## src/rtl/xvc_pkg.sv

```systemverilog
// Shared types and defaults for the XVC JTAG shift engine.
package xvc_pkg;

    localparam int WORD_W   = 32;
    localparam int MAX_BITS = 32768;

    typedef logic [WORD_W-1:0] word_t;

    typedef enum logic [2:0] {
        IDLE,
        HDR,
        LD_TMS,
        LD_TDI,
        LOW,
        HIGH,
        EMIT
    } shift_state_t;

    // Keeps the low n bits of a word; n may be the full 32.
    function automatic word_t low_mask(input logic [5:0] n);
        return (n >= 6'd32) ? '1 : ((word_t'(1) << n) - word_t'(1));
    endfunction

endpackage

```

## src/rtl/xvc_tck_gen.sv

```systemverilog
// TCK half-period timer: strobes phase_end on the last cycle of each half
// period and toggles tck there; held idle (tck=0) whenever disabled.
module xvc_tck_gen #(
    parameter int TCK_DIV = 2
) (
    input  logic clock,
    input  logic reset,
    input  logic enable,
    output logic phase_end,
    output logic tck
);

    localparam int CW = (TCK_DIV > 1) ? $clog2(TCK_DIV) : 1;

    logic [CW-1:0] cnt;

    assign phase_end = enable && (cnt == CW'(TCK_DIV - 1));

    always_ff @(posedge clock or posedge reset) begin
        if (reset) begin
            cnt <= '0;
            tck <= 1'b0;
        end else if (!enable) begin
            cnt <= '0;
            tck <= 1'b0;
        end else if (phase_end) begin
            cnt <= '0;
            tck <= ~tck;
        end else begin
            cnt <= cnt + CW'(1);
        end
    end

endmodule

```

## src/rtl/xvc_jtag_shifter.sv

```systemverilog
// Replays XVC "shift:" packets bit-serially on TCK/TMS/TDI and returns the
// captured TDO as 32-bit words, bit 0 being the first bit shifted.
module xvc_jtag_shifter
    import xvc_pkg::*;
#(
    parameter int TCK_DIV  = 2,
    parameter int MAX_BITS = xvc_pkg::MAX_BITS,
    parameter int WORD_W   = xvc_pkg::WORD_W
) (
    input  logic  clock,
    input  logic  reset,
    input  logic  start_port,
    output logic  done_port,
    input  word_t in_data,
    input  logic  in_valid,
    output logic  in_ready,
    output word_t out_data,
    output logic  out_valid,
    input  logic  out_ready,
    output logic  out_last,
    output logic  tck,
    output logic  tms,
    output logic  tdi,
    input  logic  tdo,
    output logic  error
);

    shift_state_t state;
    word_t        bits_left;
    word_t        tms_sr;
    word_t        tdi_sr;
    word_t        tdo_sr;
    logic [4:0]   bit_idx;
    logic [5:0]   chunk_bits;

    logic              tck_en;
    logic              phase_end;
    logic              in_hs;
    logic              out_hs;
    logic              last_bit;
    logic [WORD_W-1:0] tdo_next;

    assign tck_en   = (state == LOW) || (state == HIGH);
    assign in_hs    = in_valid && in_ready;
    assign out_hs   = out_valid && out_ready;
    assign last_bit = ({1'b0, bit_idx} == (chunk_bits - 6'd1));
    assign tdo_next = tdo_sr | (word_t'(tdo) << bit_idx);

    xvc_tck_gen #(
        .TCK_DIV(TCK_DIV)
    ) u_tck_gen (
        .clock    (clock),
        .reset    (reset),
        .enable   (tck_en),
        .phase_end(phase_end),
        .tck      (tck)
    );

    always_ff @(posedge clock or posedge reset) begin
        if (reset) begin
            state      <= IDLE;
            tms        <= 1'b1;
            tdi        <= 1'b0;
            in_ready   <= 1'b0;
            out_valid  <= 1'b0;
            out_last   <= 1'b0;
            out_data   <= '0;
            done_port  <= 1'b0;
            error      <= 1'b0;
            bits_left  <= '0;
            tms_sr     <= '0;
            tdi_sr     <= '0;
            tdo_sr     <= '0;
            bit_idx    <= '0;
            chunk_bits <= '0;
        end else begin
            done_port <= 1'b0;
            case (state)
                IDLE: begin
                    if (start_port) begin
                        state    <= HDR;
                        in_ready <= 1'b1;
                    end
                end
                HDR: begin
                    if (in_hs) begin
                        bits_left <= in_data;
                        if (in_data == '0) begin
                            done_port <= 1'b1;
                            in_ready  <= 1'b0;
                            state     <= IDLE;
                        end else if (in_data > word_t'(MAX_BITS)) begin
                            // Remaining words of the packet are left for upstream to flush.
                            error     <= 1'b1;
                            done_port <= 1'b1;
                            in_ready  <= 1'b0;
                            state     <= IDLE;
                        end else begin
                            state <= LD_TMS;
                        end
                    end
                end
                LD_TMS: begin
                    if (in_hs) begin
                        tms_sr <= in_data;
                        state  <= LD_TDI;
                    end
                end
                LD_TDI: begin
                    if (in_hs) begin
                        tdi_sr     <= in_data;
                        chunk_bits <= (bits_left >= word_t'(32)) ? 6'd32 : bits_left[5:0];
                        bit_idx    <= '0;
                        tms        <= tms_sr[0];
                        tdi        <= in_data[0];
                        in_ready   <= 1'b0;
                        state      <= LOW;
                    end
                end
                LOW: begin
                    if (phase_end) begin
                        state <= HIGH;
                    end
                end
                HIGH: begin
                    if (phase_end) begin
                        tdo_sr    <= tdo_next;
                        bits_left <= bits_left - word_t'(1);
                        if (last_bit) begin
                            out_valid <= 1'b1;
                            out_data  <= tdo_next & low_mask(chunk_bits);
                            out_last  <= (bits_left == word_t'(1));
                            state     <= EMIT;
                        end else begin
                            bit_idx <= bit_idx + 5'd1;
                            tms     <= tms_sr[bit_idx + 5'd1];
                            tdi     <= tdi_sr[bit_idx + 5'd1];
                            state   <= LOW;
                        end
                    end
                end
                EMIT: begin
                    if (out_hs) begin
                        out_valid <= 1'b0;
                        out_last  <= 1'b0;
                        out_data  <= '0;
                        tdo_sr    <= '0;
                        if (bits_left == '0) begin
                            done_port <= 1'b1;
                            state     <= IDLE;
                        end else begin
                            in_ready <= 1'b1;
                            state    <= LD_TMS;
                        end
                    end
                end
                default: begin
                    state <= IDLE;
                end
            endcase
        end
    end

endmodule

```

## config.mk

```make
export PLATFORM = sky130hd
export DESIGN_NAME = xvc_jtag_shifter
export DESIGN_NICKNAME = d
export VERILOG_FILES = /design/src/rtl/xvc_pkg.sv /design/src/rtl/xvc_tck_gen.sv /design/src/rtl/xvc_jtag_shifter.sv
export SDC_FILE = /design/constraint.sdc
export NUM_CORES = 1
export LEC_CHECK = 0
export BUFFER_PORTS_ARGS = -buffer_cell sky130_fd_sc_hd__buf_2
export CAP_MARGIN = 20
export CELL_PAD_IN_SITES_DETAIL_PLACEMENT = 0
export CELL_PAD_IN_SITES_GLOBAL_PLACEMENT = 1
export CORE_UTILIZATION = 40
export DETAILED_ROUTE_END_ITERATION = 12
export PLACE_DENSITY_LB_ADDON = 0.1
export REMOVE_ABC_BUFFERS = 1
export SYNTH_ARGS = -nofsm -noshare
export SYNTH_HDL_FRONTEND = slang
export SYNTH_SLANG_ARGS = --single-unit
```

## constraint.sdc

```tcl
create_clock -name clock -period 8.41 [get_ports clock]
set_input_delay 1.682 -clock clock [delete_from_list [all_inputs] [get_ports clock]]
set_output_delay 1.682 -clock clock [all_outputs]
set_load 0.005 [all_outputs]
```

==> metrics.txt, run 1 <==
DR vias 9,003; final worst slack about 4800 ps; # IOs 78; top achievable clock speed approximately 0.28 GHz; Finish-stage setup viols 0; final core occ 46.0%; initial core utilization 41.0%; final RePlAce weighted congestion around 0.95; largest net degree at the start of global routing 121; Crit. path cell count 9; Power Density about 160 nW/um^2; global route overflow 0; Die Span Y 163 um; Netlist cell types 77; Setup crit end out_data[28]; post-route setup TNS 0 ps; number of fill cells 2,547; Hold Path Origin out_data[22]; antenna-violating nets left 0; crit path DAT just under 4000 ps; CP startpoint chunk_bits[0]; worst reg2reg setup slack 4810 ps; R2R Path End out_data[28]; total routed wirelength around 32 mm; max-slew violations 0; Multi-input gate area 5390 um^2; vias per cell between 5 and 6; Skew-Pair Late Insertion Delay around 440 ps; WL/cell 21.0 um; Post-CTS Setup Repair Bufs 0; sequential cell area fraction in the yosys report 44.3%; Resized Gates After CTS 0; critical path's most frequent cell ha_1; H-Tree Depth 4; final setup skew around 14 ps; CORE AREA 25,300 um^2; Reg2Reg Depth 9; hold-fix buffer count after cts 0; Slew HR 25.3%; fin nets 1,240; final cell count without fillers roughly 1,500; Syn-to-layout area delta 12.1%; Seq. cell area 4580 um^2; worst path required time slightly below 9000 ps; HPWL after DPL ~22 mm; Hold Vio Cnt, Final 0; Crit-path slowest cell a21boi_1; Worst Path Max Fanout 22; CTS max path bufs 2; number of buffers created by CTS 17; clk slew on worst S/H paths 80 ps; final worst path period need roughly 3600 ps; crit end category flop; Crit Path Class flop to flop; worst r2r src chunk_bits[0]; cells after synthesis 1,163; diode count 0; drt drc 0; CP delay by family, top compound AO/OA/AOI/OAI gates; status finished, final reports clean; PortBufs 77; Starting DRT DRC Count 685; clock sinks 183; #FFs+latches synth 183; Leak 5.25 nW; syn_area_per_cell 8.90 um^2; actual slew at the worst max-slew pin 1120 ps; Die Footprint between 20,000 and 30,000 um^2; vias in the first global route between 8,000 and 9,000; Synth Warn # 0; drt first pass iters 5; Rows 58; share of layout cells above drive strength 1 16.5%; worst vdd ir around 0.10 mV; die width 163 um; worst-path cell chain inv_1, ha_1, nand2_1, ha_1, a21boi_1, o221ai_1, o41ai_1, o311ai_0, o21ai_0; share of flip-flops with an asynchronous set or reset between 90% and 100%; first-pass GRT wire length 51.4 mm; CP peak stage delay around 660 ps; Place WS around 4700 ps; Placed Instances 1,504; number of synthesized flops with an enable pin 0; Startpoint Class flop; root buffer cell clkbuf_16; RSZ-0062 raised after global routing false; CTS tree done; ys flop type dfrtp_1; Netlist Area Pre-Place between 10,000 and 15,000 um^2; Hold Crit Class flop to flop; Total GRT Usage 25.5%; Tcrit/Tclk final between 40% and 50%; Buffers & Inverters on Critical Path 1; initial antenna violation count 0; Max Cap Viol 0
worst min-delay path by stage:
stage / endpoint / slack (ps) / depth (start not counted)
floorplan: tdi_sr[11] / 440 / 2
global placement: out_data[22] / 450 / 2
detailed placement: out_data[22] / 460 / 2
CTS: tdi_sr[23] / 480 / 2
global route: tdi_sr[1] / 500 / 2
finish: out_data[22] / 470 / 2
Yosys cell counts, drive strengths merged (11+ instances only):
cell type / instances / area, um^2
nor4: 26 / 169
nor3: 39 / 195
o21ai: 76 / 380
inv: 17 / 63.8
nand3: 37 / 185
clkbuf: 67 / 251
nor2b: 13 / 81.3
or3: 14 / 87.6
dfrtp: 182 / 4550
a22o: 11 / 96.3
mux4: 16 / 360
nand2b: 12 / 75.1
buf: 18 / 78.8
mux2: 37 / 420
a21oi: 98 / 490
a31oi: 13 / 81.3
nor2: 106 / 400
nand2: 181 / 679
per-layer routing:
metal  GRT usage [%]  vias up  share of wire [%]
met1            33.3     4422                 44
met5               0        -                  0
met2            42.2      235                 49
met4            11.6        0                3.9
met3            3.03       57                3.5
li1                -     4289                  -
worst min-delay path, delay by kind of cell, from the launching register on:
family        cells  cell delay, ps
flops             1             340
simple gates      2             100
placed cells by master (no fill, tap or decap), drive strengths merged, types with 14 or more instances in the layout:
cell type,instances
dfrtp,182
mux4,16
nor3,39
or3,14
clkbuf,20
o21ai,76
nor2,106
buf,96
a21oi,98
nand2,181
nand3,37
inv,21
mux2,37
nor4,26
logic make-up (layout without fill, tap and decap cells):
| logic type | Yosys count | count (layout) | share of synthesized area [%] |
|---|---|---|---|
| multiplexers | 62 | 62 | 8.41 |
| AO/OA/AOI/OAI | 303 | 303 | 18.5 |
| XOR/XNOR | 19 | 19 | 1.61 |
| flip-flops | 183 | 183 | 44.3 |
| buffers and inverters | 102 | 145 | 3.81 |
| AND/OR/NAND/NOR | 485 | 485 | 22.4 |
| adder cells (fa/ha/maj) | 9 | 9 | 1.09 |
power breakdown:
part | internal, mW | switching, mW | leakage (nW)
registers | 0.879 | 0 | 2.51
logic | 0.0113 | 0.0363 | 2.44
clock network | 0.505 | 0.382 | 0.298
cell type report:
class                           instances  area share [%]
Timing Repair Buffer                   96            4.55
Clock inverter                         12            1.64
Multi-Input combinational cell        878            46.4
Tap cell                              330            3.56
Inverter                               17           0.614
Clock buffer                           20            3.76
Sequential cell                       183            39.5
through the flow:
| stage | total power, mW | instance area [um^2] | hold slack [ps] |
|---|---|---|---|
| after floorplan | 0.917 | 10000 | 440 |
| after global placement | 0.946 | 11000 | 449 |
| after detailed placement | 0.946 | 11000 | 458 |
| after CTS | 1.83 | 11600 | 477 |
| after global routing | 1.87 | 11600 | 503 |
| final | 1.81 | 11600 | 465 |
registers in the layout (all words and copies together), names as in the netlist, 3 cells and up:
| name | cells |
|---|---|
| tdi_sr | 32 |
| bits_left | 32 |
| state | 3 |
| bit_idx | 5 |
| chunk_bits | 6 |
| tdo_sr | 32 |
| tms_sr | 32 |
| out_data | 32 |
No activity file was read; power rests on OpenSTA's default activity.
==> run 2: changes to the inputs <==
--- a/config.mk
+++ b/config.mk
@@ -5,6 +5,7 @@
 export SDC_FILE = /design/constraint.sdc
 export NUM_CORES = 1
 export LEC_CHECK = 0
+export ABC_AREA = 1
 export BUFFER_PORTS_ARGS = -buffer_cell sky130_fd_sc_hd__buf_2
 export CAP_MARGIN = 20
 export CELL_PAD_IN_SITES_DETAIL_PLACEMENT = 0
==> constraint.sdc (replaced) <==
create_clock -name clock -period 3.1 [get_ports clock]
set_input_delay 0.62 -clock clock [delete_from_list [all_inputs] [get_ports clock]]
set_output_delay 0.62 -clock clock [all_outputs]
set_load 0.005 [all_outputs]
==> run 2 against run 1 <==
  * Die area increased by 6.3%
  * Design area increased by 5.8%
  * Critical path depth increased by 3
  * Register-to-register slack got worse by 4500 ps
  * Via count increased by 17%
  * Flip-flop and latch count unchanged
  * Largest power group is now sequential cells
==> metrics.txt, run 2 <==
drt first pass iters 6 (was 5); Post-CTS Setup Repair Bufs 0 (unchanged); Worst Path Max Fanout 24 (was 22); CORE AREA 27,000 um^2 (was 25,300 um^2); Syn-to-layout area delta 11.5% (was 12.1%); sequential cell area fraction in the yosys report 41.6% (was 44.3%); Starting DRT DRC Count 766 (was 685); CP peak stage delay 880 ps (was 660 ps); Tcrit/Tclk final 89.1% (was 42.8%); crit path DAT 3100 ps (was 3950 ps); vias in the first global route 10,400 (was 8,899); Skew-Pair Late Insertion Delay 440 ps (about the same); Netlist Area Pre-Place 11,000 um^2 (was 10,300 um^2); HPWL after DPL 26.8 mm (was 22.0 mm); Placed Instances 1,959 (was 1,504); status finished, final reports clean (unchanged); #FFs+latches synth 183 (unchanged); CTS tree done (unchanged); Place WS 353 ps (was 4680 ps); crit end category flop (unchanged); Power Density 385 nW/um^2 (was 156 nW/um^2); share of layout cells above drive strength 1 11.5% (was 16.5%); Crit-path slowest cell dfrtp_1 (was a21boi_1); final core occ 45.6% (was 46.0%); number of buffers created by CTS 17 (unchanged); final cell count without fillers 1,990 (was 1,536); mux contribution to synthesized area 0.193% (was 8.41%); post-route cell area 12,300 um^2 (was 11,600 um^2); Total GRT Usage 26.7% (was 25.5%); cells after synthesis 1,583 (was 1,163); syn_area_per_cell 6.96 um^2 (was 8.90 um^2); Rows 60 (was 58); critical path's most frequent cell nand2_1 (was ha_1); vias per cell 5.27 (was 5.86); R2R Path End out_data[20] (was out_data[28]); commonest non-fill, non-tap cells in the layout 439 x nand2_1, 184 x o21ai_0, 182 x dfrtp_1 (was 182 x dfrtp_1, 181 x nand2_1, 104 x nor2_1); Max Cap Viol 0 (unchanged); Die Span Y 168 um (was 163 um); Synth Warn # 0 (unchanged); worst-path cell chain inv_2, nand3_1, ha_1, nand2_1, nor2_1, nand2_2, nor2_2, nand2_1, nand2_1, nand2_1, nand3_1, nand2_1 (was inv_1, ha_1, nand2_1, ha_1, a21boi_1, o221ai_1, o41ai_1, o311ai_0, o21ai_0); total power 4.72 mW (was 1.81 mW); largest family of logic cells by synthesized area simple AND/OR/NAND/NOR gates (unchanged); Hold Crit Class input port to async pin (was flop to flop); initial core utilization 40.9% (was 41.0%); number of synthesized flops with an enable pin 0 (unchanged); post-synthesis adder-cell area fraction 1.02% (was 1.09%); final setup skew 15.4 ps (was 13.6 ps); Simple-Gate Fraction of Synth Area 31.4% (was 22.4%); diode count 0 (unchanged); actual slew at the worst max-slew pin 828 ps (was 1120 ps); cell with the most instances after synthesis nand2_1 (was dfrtp_1); top achievable clock speed 0.362 GHz (was 0.278 GHz); post-route setup TNS 0 ps (unchanged); main area contributors after synthesis dfrtp_1 41%, nand2_1 15%, o21ai_0 8.4% (was dfrtp_1 44%, nand2_1 6.6%, a21oi_1 4.7%); most common cell after layout, fill and taps aside nand2_1 (was dfrtp_1); Slew HR 44.8% (was 25.3%); Leak 6.62 nW (was 5.25 nW); Placed Area 11,700 um^2 (was 11,000 um^2); Crit Path Class flop to flop (unchanged); drt drc 0 (unchanged); clk slew on worst S/H paths 80 ps (about the same); fin nets 1,684 (was 1,240); Finish-stage setup viols 0 (unchanged); worst r2r src chunk_bits[3] (was chunk_bits[0]); H-Tree Depth 4 (unchanged); die width 168 um (was 163 um); root buffer cell clkbuf_16 (unchanged); Hold WS 250 ps (was 465 ps); post-synthesis compound-gate area fraction 15.2% (was 18.5%); post-synth top area share 41.4% (was 44.0%); largest net degree at the start of global routing 76 (was 121); clock sinks 183 (unchanged); XOR/XNOR Fraction of Synth Area 1.27% (was 1.61%); hold-fix buffer count after cts 0 (unchanged); top cell type by total area after synthesis dfrtp_1 (unchanged); PortBufs 77 (unchanged); antenna-violating nets left 0 (unchanged); worst vdd ir 0.251 mV (was 0.101 mV); Hold Vio Cnt, Final 0 (unchanged); Reg2Reg Depth 12 (was 9); share of flip-flops with an asynchronous set or reset 100% (unchanged); Netlist cell types 47 (was 77); worst reg2reg setup slack 340 ps (was 4810 ps); Startpoint Class flop (unchanged); synth cell count leaders 439 x nand2_1, 184 x o21ai_0, 182 x dfrtp_1 (was 182 x dfrtp_1, 181 x nand2_1, 105 x nor2_1); RSZ-0062 raised after global routing false (unchanged); final RePlAce weighted congestion 0.963 (was 0.953); first-pass GRT wire length 58.2 mm (was 51.4 mm); CTS max path bufs 2 (unchanged); Resized Gates After CTS 0 (unchanged); # IOs 78 (unchanged); global route overflow 0 (unchanged); ys flop type dfrtp_1 (unchanged); max-slew violations 0 (unchanged); DR vias 10,500 (was 9,003); Die Footprint 28,200 um^2 (was 26,500 um^2); initial antenna violation count 0 (unchanged); total routed wirelength 36.1 mm (was 32.2 mm); WL/cell 18.1 um (was 21.0 um); final worst path period need 2760 ps (was 3600 ps); number of fill cells 2,867 (was 2,547); final worst slack 337 ps (was 4810 ps); worst path required time 3440 ps (was 8760 ps)
## run 2: worst max-delay path: cells and delay by family, from the launching register on
kind,cells,cell delay (ps)
adder cells (fa/ha/maj),1,190
buffers and inverters,1,290
flip-flops,1,880
AND/OR/NAND/NOR,10,1330
## run 2: final cells by class
cell class,count,area [um^2],area share [%]
clock buffers,17,425,3.46
multi-input cells,1151,5420,44.2
inverters,186,706,5.74
repair buffers,98,568,4.62
clock inverters,14,154,1.25
well taps,341,427,3.47
flip-flops and latches,183,4580,37.3
## run 2: cells by family after synthesis
kind of cell / after synthesis
AND/OR/NAND/NOR: 816
AO/OA/AOI/OAI: 308
buffers and inverters: 249
flip-flops: 183
XOR/XNOR: 16
adder cells (fa/ha/maj): 9
multiplexers: 2
## run 2: worst max-delay path by stage
stage / start / end / cells after the start
after floorplan: reset / bit_idx[0] / 1
after global placement: chunk_bits[3] / out_data[20] / 12
after detailed placement: chunk_bits[3] / out_data[20] / 12
after CTS: chunk_bits[3] / out_data[20] / 12
after global routing: chunk_bits[3] / out_data[22] / 12
final: chunk_bits[3] / out_data[20] / 12
## run 2: routing by layer
metal  track usage [%]  share of wire [%]  up-vias
li1                  -                  -     5214
met1              32.6                 43     4985
met2              48.9                 51      239
met3              2.89                2.8       51
met4              8.74                2.8        0
met5                 0                  0        -
## run 2: power by group
part | switching [mW] | internal, mW | leakage [nW]
registers | 0.000479 | 2.39 | 2.34
clock network | 1.12 | 1.08 | 0.281
logic | 0.108 | 0.0320 | 3.99
